[src/rtl/dsp_acc_stream.sv]
`default_nettype none
// ============================================================================
//  Module   : dsp_acc_stream
//  Purpose  : Frame accumulator behind the pre-add/multiply/compare DSP stage.
//             It sums up to N_ACC signed products per frame into an ACC_W-bit
//             accumulator. It counts the compare matches and the beats, and
//             keeps a sticky saturation/overflow flag. One result beat is
//             emitted per frame through a single-entry output register.
//  Option   : `define DSP_ACC_SAT_EN -> the accumulator add saturates, and
//             any clamp sets the sticky flag. When the macro is undefined the
//             add wraps modulo 2^ACC_W, and m_sat reflects only s_overflow.
//  Ports    : clk         clock, rising edge
//             rst         asynchronous reset, active low
//             s_tvalid    upstream product valid
//             s_tready    upstream beat accepted on s_tvalid && s_tready
//             s_tdata     signed product, 2*DW+1 bits
//             s_overflow  upstream overflow for this beat
//             s_sel       upstream compare-match flag for this beat
//             s_tlast     closes the frame on this beat
//             m_tvalid    result valid
//             m_tready    downstream accept
//             m_tdata     signed frame sum, ACC_W bits
//             m_match     number of beats with s_sel=1
//             m_count     number of beats in the frame (1..N_ACC)
//             m_sat       frame saturated or saw s_overflow
//  Revision : 1.0 - initial release
// ============================================================================
module dsp_acc_stream #(
    parameter  int DW    = 8,
    parameter  int N_ACC = 16,
    parameter  int ACC_W = 24,
    localparam int CW    = $clog2(N_ACC + 1)
) (
    input  logic                 clk,
    input  logic                 rst,
    input  logic                 s_tvalid,
    output logic                 s_tready,
    input  logic signed [2*DW:0] s_tdata,
    input  logic                 s_overflow,
    input  logic                 s_sel,
    input  logic                 s_tlast,
    output logic                 m_tvalid,
    input  logic                 m_tready,
    output logic signed [ACC_W-1:0] m_tdata,
    output logic [CW-1:0]        m_match,
    output logic [CW-1:0]        m_count,
    output logic                 m_sat
);

    typedef enum logic [0:0] {
        S_IDLE  = 1'b0,
        S_ACCUM = 1'b1
    } state_t;

    state_t r_state;
    state_t w_state_nxt;

    logic signed [ACC_W-1:0] r_acc;
    logic [CW-1:0]           r_cnt;
    logic [CW-1:0]           r_match;
    logic                    r_sat;

    logic                    r_m_tvalid;
    logic signed [ACC_W-1:0] r_m_tdata;
    logic [CW-1:0]           r_m_match;
    logic [CW-1:0]           r_m_count;
    logic                    r_m_sat;

    logic signed [ACC_W-1:0] w_acc_base;
    logic [CW-1:0]           w_cnt_base;
    logic [CW-1:0]           w_match_base;
    logic                    w_sat_base;
    logic signed [ACC_W-1:0] w_ext;
    logic signed [ACC_W-1:0] w_acc_nxt;
    logic [CW-1:0]           w_cnt_nxt;
    logic [CW-1:0]           w_match_nxt;
    logic                    w_sat_nxt;
    logic                    w_close;
    logic                    w_accept;

    // The frame state is taken from the IDLE constants whenever no frame is
    // open. This means a first beat never depends on stale register contents.
    assign w_acc_base   = (r_state == S_IDLE) ? '0   : r_acc;
    assign w_cnt_base   = (r_state == S_IDLE) ? '0   : r_cnt;
    assign w_match_base = (r_state == S_IDLE) ? '0   : r_match;
    assign w_sat_base   = (r_state == S_IDLE) ? 1'b0 : r_sat;

    assign w_ext       = ACC_W'(s_tdata);          // signed operand -> sign extension
    assign w_cnt_nxt   = w_cnt_base + CW'(1);
    assign w_match_nxt = w_match_base + CW'(s_sel);

`ifdef DSP_ACC_SAT_EN
    localparam logic signed [ACC_W-1:0] C_ACC_MAX = {1'b0, {(ACC_W-1){1'b1}}};
    localparam logic signed [ACC_W-1:0] C_ACC_MIN = {1'b1, {(ACC_W-1){1'b0}}};

    logic signed [ACC_W:0] w_sum_wide;
    logic                  w_pos_ovf;
    logic                  w_neg_ovf;

    // One guard bit. Overflow shows up as disagreement between the guard bit
    // and the result sign bit.
    assign w_sum_wide = $signed({w_acc_base[ACC_W-1], w_acc_base})
                      + $signed({w_ext[ACC_W-1], w_ext});
    assign w_pos_ovf  = ~w_sum_wide[ACC_W] &  w_sum_wide[ACC_W-1];
    assign w_neg_ovf  =  w_sum_wide[ACC_W] & ~w_sum_wide[ACC_W-1];
    assign w_acc_nxt  = w_pos_ovf ? C_ACC_MAX :
                        w_neg_ovf ? C_ACC_MIN : w_sum_wide[ACC_W-1:0];
    assign w_sat_nxt  = w_sat_base | s_overflow | w_pos_ovf | w_neg_ovf;
`else
    assign w_acc_nxt  = w_acc_base + w_ext;        // wraps modulo 2^ACC_W
    assign w_sat_nxt  = w_sat_base | s_overflow;
`endif

    assign w_close = s_tlast || (w_cnt_base == CW'(N_ACC - 1));

    // Only a closing beat needs the output register. It is stalled only while
    // that register holds a result the sink has not taken yet.
    assign s_tready = rst && !(w_close && r_m_tvalid && !m_tready);
    assign w_accept = s_tvalid && s_tready;

    always_ff @(posedge clk or negedge rst) begin
        if (!rst) begin
            r_state <= S_IDLE;
        end else begin
            r_state <= w_state_nxt;
        end
    end

    always_comb begin
        w_state_nxt = r_state;
        case (r_state)
            S_IDLE:  if (w_accept && !w_close) w_state_nxt = S_ACCUM;
            S_ACCUM: if (w_accept &&  w_close) w_state_nxt = S_IDLE;
            default: w_state_nxt = S_IDLE;
        endcase
    end

    always_ff @(posedge clk or negedge rst) begin
        if (!rst) begin
            r_acc   <= '0;
            r_cnt   <= '0;
            r_match <= '0;
            r_sat   <= 1'b0;
        end else if (w_accept) begin
            if (w_close) begin
                r_acc   <= '0;
                r_cnt   <= '0;
                r_match <= '0;
                r_sat   <= 1'b0;
            end else begin
                r_acc   <= w_acc_nxt;
                r_cnt   <= w_cnt_nxt;
                r_match <= w_match_nxt;
                r_sat   <= w_sat_nxt;
            end
        end
    end

    // A newly closed frame has priority over clearing the register. An accept
    // and a new load in the same cycle therefore replace the old result.
    always_ff @(posedge clk or negedge rst) begin
        if (!rst) begin
            r_m_tvalid <= 1'b0;
            r_m_tdata  <= '0;
            r_m_match  <= '0;
            r_m_count  <= '0;
            r_m_sat    <= 1'b0;
        end else if (w_accept && w_close) begin
            r_m_tvalid <= 1'b1;
            r_m_tdata  <= w_acc_nxt;
            r_m_match  <= w_match_nxt;
            r_m_count  <= w_cnt_nxt;
            r_m_sat    <= w_sat_nxt;
        end else if (m_tready) begin
            r_m_tvalid <= 1'b0;
        end
    end

    assign m_tvalid = r_m_tvalid;
    assign m_tdata  = r_m_tdata;
    assign m_match  = r_m_match;
    assign m_count  = r_m_count;
    assign m_sat    = r_m_sat;

endmodule
`default_nettype wire

[config.mk]
export PLATFORM = sky130hd
export DESIGN_NAME = dsp_acc_stream
export DESIGN_NICKNAME = d
export VERILOG_FILES = /design/src/rtl/dsp_acc_stream.sv
export SDC_FILE = /design/constraint.sdc
export NUM_CORES = 1
export LEC_CHECK = 0
export CORE_MARGIN = 4
export CORE_UTILIZATION = 59
export DETAILED_ROUTE_END_ITERATION = 16
export GPL_TIMING_DRIVEN = 0
export PLACE_DENSITY = 0.83
export SKIP_CTS_REPAIR_TIMING = 1
export SYNTH_ARGS = -nofsm -noshare
export SYNTH_HDL_FRONTEND = slang
export SYNTH_SLANG_ARGS = --single-unit
[constraint.sdc]
create_clock -name clk -period 6.67 [get_ports clk]
set_input_delay 1.334 -clock clk [delete_from_list [all_inputs] [get_ports clk]]
set_output_delay 1.334 -clock clk [all_outputs]
set_load 0.01 [all_outputs]
==> metrics list <==
* Outcome: complete, no violations
- Summed instance area of the synthesized netlist: 0.00424 mm^2
* Number of remaining DRC errors: 0
- First-pass GRT wire length: 18.0 mm
- Share of the synthesized area in compound gates (AO/OA/AOI/OAI): 19.8%
* Worst-case clock skew: 9.94 ps
- The net count of the finished layout is between 500 and 600.
- DRC violation total after the first TritonRoute iteration: 200
- Core Rows: 30
* Clock Path Buffers: 2
- The critical path in this run is classified as flop to output port.
- Chip width: 92.8 um
- The initial antenna violation count came to 0.
- The final count of pins violating max slew was 0.
- Buffer cell driving the clock tree root: sky130_fd_sc_hd__clkbuf_8
* Number of diodes added for antenna fixing: 0
* Worst-skew pair later-pin latency: between 300 and 400 ps
- Largest area contributor in the synthesized netlist: sky130_fd_sc_hd__dfrtp_1
- The via count of the first global-routing pass is around 3,800.
- Static timing analysis puts the maximum clock frequency at 238 MHz.
- The clock period could shrink to 4200 ps.
- Unique cell type count in the Yosys netlist: 54
- Syn Nets: 508
- Buffers placed on the I/O ports in this run total 60.
- The final layout contains routed wiring with a total length of 10.7 mm.
- Dominant combinational cell family by area after synthesis: compound AO/OA/AOI/OAI gates
* Worst min path class: flop to flop
- Least-Margin Pin Slew: slightly below 800 ps
- Proportion of synthesized flip-flops having asynchronous set or reset: 100%
- Setup slack at placement: 2580 ps
- Number of synthesized flops with an enable pin: 0
- Internal power summed over all cells: 1070 uW
- The synthesized netlist devotes a little under 20% of its cell area to simple gates.
* Cell Count Post-Placement: 613
* Number of iterations in the first detailed-routing pass: 5
- Normalized max-slew margin: 47.1%
* Total Power: between 1500 and 2000 uW
- At the worst endpoint, the required time is ~5300 ps.
- Synth Area per Inst: 9.30 um^2
* Proportion of layout cells with a drive suffix above 1: under 10%
* Post-synthesis share of cell area spent on xor and xnor gates: 5.17%
* Data arrival, critical path: 2860 ps
- Setup violations remaining at the end of the flow were counted as 0.
* Most common flop cell mapped by yosys: sky130_fd_sc_hd__dfrtp_1
* Hold-critical path depth: 2
* Part of the power in the clock network: 23.5%
- Number of warnings reported in the yosys synthesis log: 0
- Of the total power, registers draw 36.2%.
- The finished layout holds about 630 standard cells, fillers aside.
- In the synthesized netlist, mux cells make up approximately 1.5% of the area.
* Worst-path maximum fanout: 10
* Gr ovfl total: 0
* Dpl hpwl: approximately 7.7 mm
- Core footprint: 0.00687 mm^2
- In this run the remaining antenna-violating nets after routing total 0.
- Via total after detailed routing: 3,738
* Max-cap viol count: 0
- Final Cycle Share: 62.9%
- Cell area after layout: 0.00520 mm^2
* CTS tree: done
* Depth of the CTS H-tree: 3
- Cell area power density: around 320 mW/mm^2
- The worst setup path is launched from a flop.
* Sequential fraction of the synthesis area: 42.5%
- Library cell with the highest instance count after synthesis: sky130_fd_sc_hd__nand2_1
* Die Area: 0.00861 mm^2
- Number of register bits inferred by synthesis: 72
- Net switching is between 30% and 40% of the power.
- The analysis attributes to cell leakage a power of 0.00240 uW.
* Number of buffers added by the clock tree synthesis step: 9
* Clock sink count: 72
- In the post-synthesis netlist, the biggest area contributors are sky130_fd_sc_hd__dfrtp_1 (43%), sky130_fd_sc_hd__nand2_1 (8.7%), sky130_fd_sc_hd__ha_1 (8.0%).
- Dividing the detail-routed via count by the number of cells gives 5.94.
- The hold violation count in the final report is 0.
* Initial standard-cell utilization of the core: a little over 60%
- Synthesis produced between 400 and 500 cells.
* Synth-to-layout area growth: 22.7%
* Worst ir drop on vdd: approximately 180 uV
- Boundary Pins: 61
* Global placement routability congestion: 0.925
- Power share of the combinational group: around two fifths
* Clock transition time at the flip-flop clock pins of the worst setup and hold paths: 80 ps
* Total track usage: 26.2%
- Worst r2r path cells: 11
* DIE HEIGHT: 92.8 um
- RSZ-0062 raised after global routing: false
- After detailed placement, the total cell area comes to between 0.004 and 0.005 mm^2.
- After layout, the worst setup slack is 2470 ps.
* Largest net degree at the start of global routing: 75
* Average wire length per cell after detail routing: around 17 um
- The top cell type by area accounts for 42.5% of the synthesized area.
- Adder and majority cell fraction of the synthesized area: 8.44%
- Net Sw Power: slightly below 600 uW
- In the final timing run, aggregate negative setup slack is 0 ps.
- The commonest cells after synthesis are sky130_fd_sc_hd__nand2_1 (98), sky130_fd_sc_hd__dfrtp_1 (72), sky130_fd_sc_hd__and2_1 (31), sky130_fd_sc_hd__ha_1 (27), sky130_fd_sc_hd__o21ai_0 (26).
- The worst setup path is captured at an output port.
==> routing by layer <==
layer / share of wire, % / track usage (%) / wire length [um]
met2: 47 / 43.1 / 5050
met5: 0 / 0 / 0
met4: 1.6 / 7.20 / 171
met1: 45 / 34.9 / 4760
met3: 6.3 / 6.01 / 673
==> critical path: stages, from the launching register on <==
cell and delay, ps:
sky130_fd_sc_hd__dfrtp_1 420, sky130_fd_sc_hd__clkbuf_1 260, sky130_fd_sc_hd__and2_1 250, sky130_fd_sc_hd__ha_1 230
sky130_fd_sc_hd__nand2_1 80, sky130_fd_sc_hd__nor2_1 50, sky130_fd_sc_hd__ha_1 200, sky130_fd_sc_hd__nor2_1 240
sky130_fd_sc_hd__nor2_1 110, sky130_fd_sc_hd__nor2b_1 110, sky130_fd_sc_hd__clkdlybuf4s50_1 540
==> power by group through the flow <==
| stage | clock [uW] | combinational [uW] | sequential, uW |
|---|---|---|---|
| 5_1_grt | 417 | 733 | 614 |
| 3_5_place_dp | 0 | 661 | 608 |
| 2_1_floorplan | 0 | 382 | 628 |
| 3_3_place_gp | 0 | 640 | 603 |
| 6_report | 390 | 668 | 601 |
| 4_1_cts | 390 | 665 | 601 |
==> stage by stage <==
stage	hold WS, ps	utilization (%)
after floorplan	442	-
after global placement	458	72.2
after detailed placement	461	72.6
after CTS	482	75.7
after global routing	502	75.7
final	476	75.7
==> registers in the layout, indices dropped and copies added, names as in the netlist, 5 cells and up, named ones only <==
register	flops
m_count	5
m_match	5
m_tdata	24
r_acc	24
r_cnt	5
r_match	5
==> final cells by class <==
type                    count  area [um^2]
well taps                  96          120
inverters                   6         22.5
plain buffers              25         95.1
repair buffers             61          626
clock buffers              10          128
multi-input cells         353         2320
flip-flops and latches     72         1800
fillers                   526         1670
clock inverters             6         90.1
==> path summary, 6_finish.rpt <==
check / startpoint / to / slack [ps]
worst max-delay path: flop / s_tready / 2470
max in group asynchronous: rst / m_tdata[3] / 5370
worst min-delay path: m_tdata[8] / m_tdata[8] / 480
min in group asynchronous: rst / m_tdata[17] / 760
worst max register to register: flop / m_tdata[19] / 3300
worst min register to register: m_tdata[8] / m_tdata[8] / 480
==> cell usage in the layout, fill, tap and decap left out, types with 4 or more instances in the layout <==
cell type	netlist	layout
sky130_fd_sc_hd__nand4_1	6	6
sky130_fd_sc_hd__clkbuf_8	0	9
sky130_fd_sc_hd__nand2b_1	4	4
sky130_fd_sc_hd__nor3_1	4	4
sky130_fd_sc_hd__xnor2_1	15	15
sky130_fd_sc_hd__a22o_1	21	21
sky130_fd_sc_hd__ha_1	27	27
sky130_fd_sc_hd__dfrtp_1	72	72
sky130_fd_sc_hd__inv_1	6	6
sky130_fd_sc_hd__o21ai_0	26	26
sky130_fd_sc_hd__mux2_2	4	4
sky130_fd_sc_hd__nor2_1	13	13
sky130_fd_sc_hd__o21a_1	4	4
sky130_fd_sc_hd__a32o_1	4	4
sky130_fd_sc_hd__nor2b_1	4	4
sky130_fd_sc_hd__o21ai_1	5	5
sky130_fd_sc_hd__xor2_1	10	10
sky130_fd_sc_hd__nand3_1	16	16
sky130_fd_sc_hd__nand2_1	98	98
sky130_fd_sc_hd__clkbuf_1	22	23
sky130_fd_sc_hd__a21oi_1	22	22
sky130_fd_sc_hd__a21o_1	5	5
sky130_fd_sc_hd__clkdlybuf4s50_1	0	59
sky130_fd_sc_hd__and2_1	31	31
==> kinds of logic after synthesis <==
family / count (synthesis)
adders and majority gates: 28
xor gates and xnor gates: 25
DFF: 72
and+or+nand+nor: 181
buffers and inverters: 31
muxes: 6
AOI/OAI and AO/OA: 113
Power figures use the tool's default switching activity.
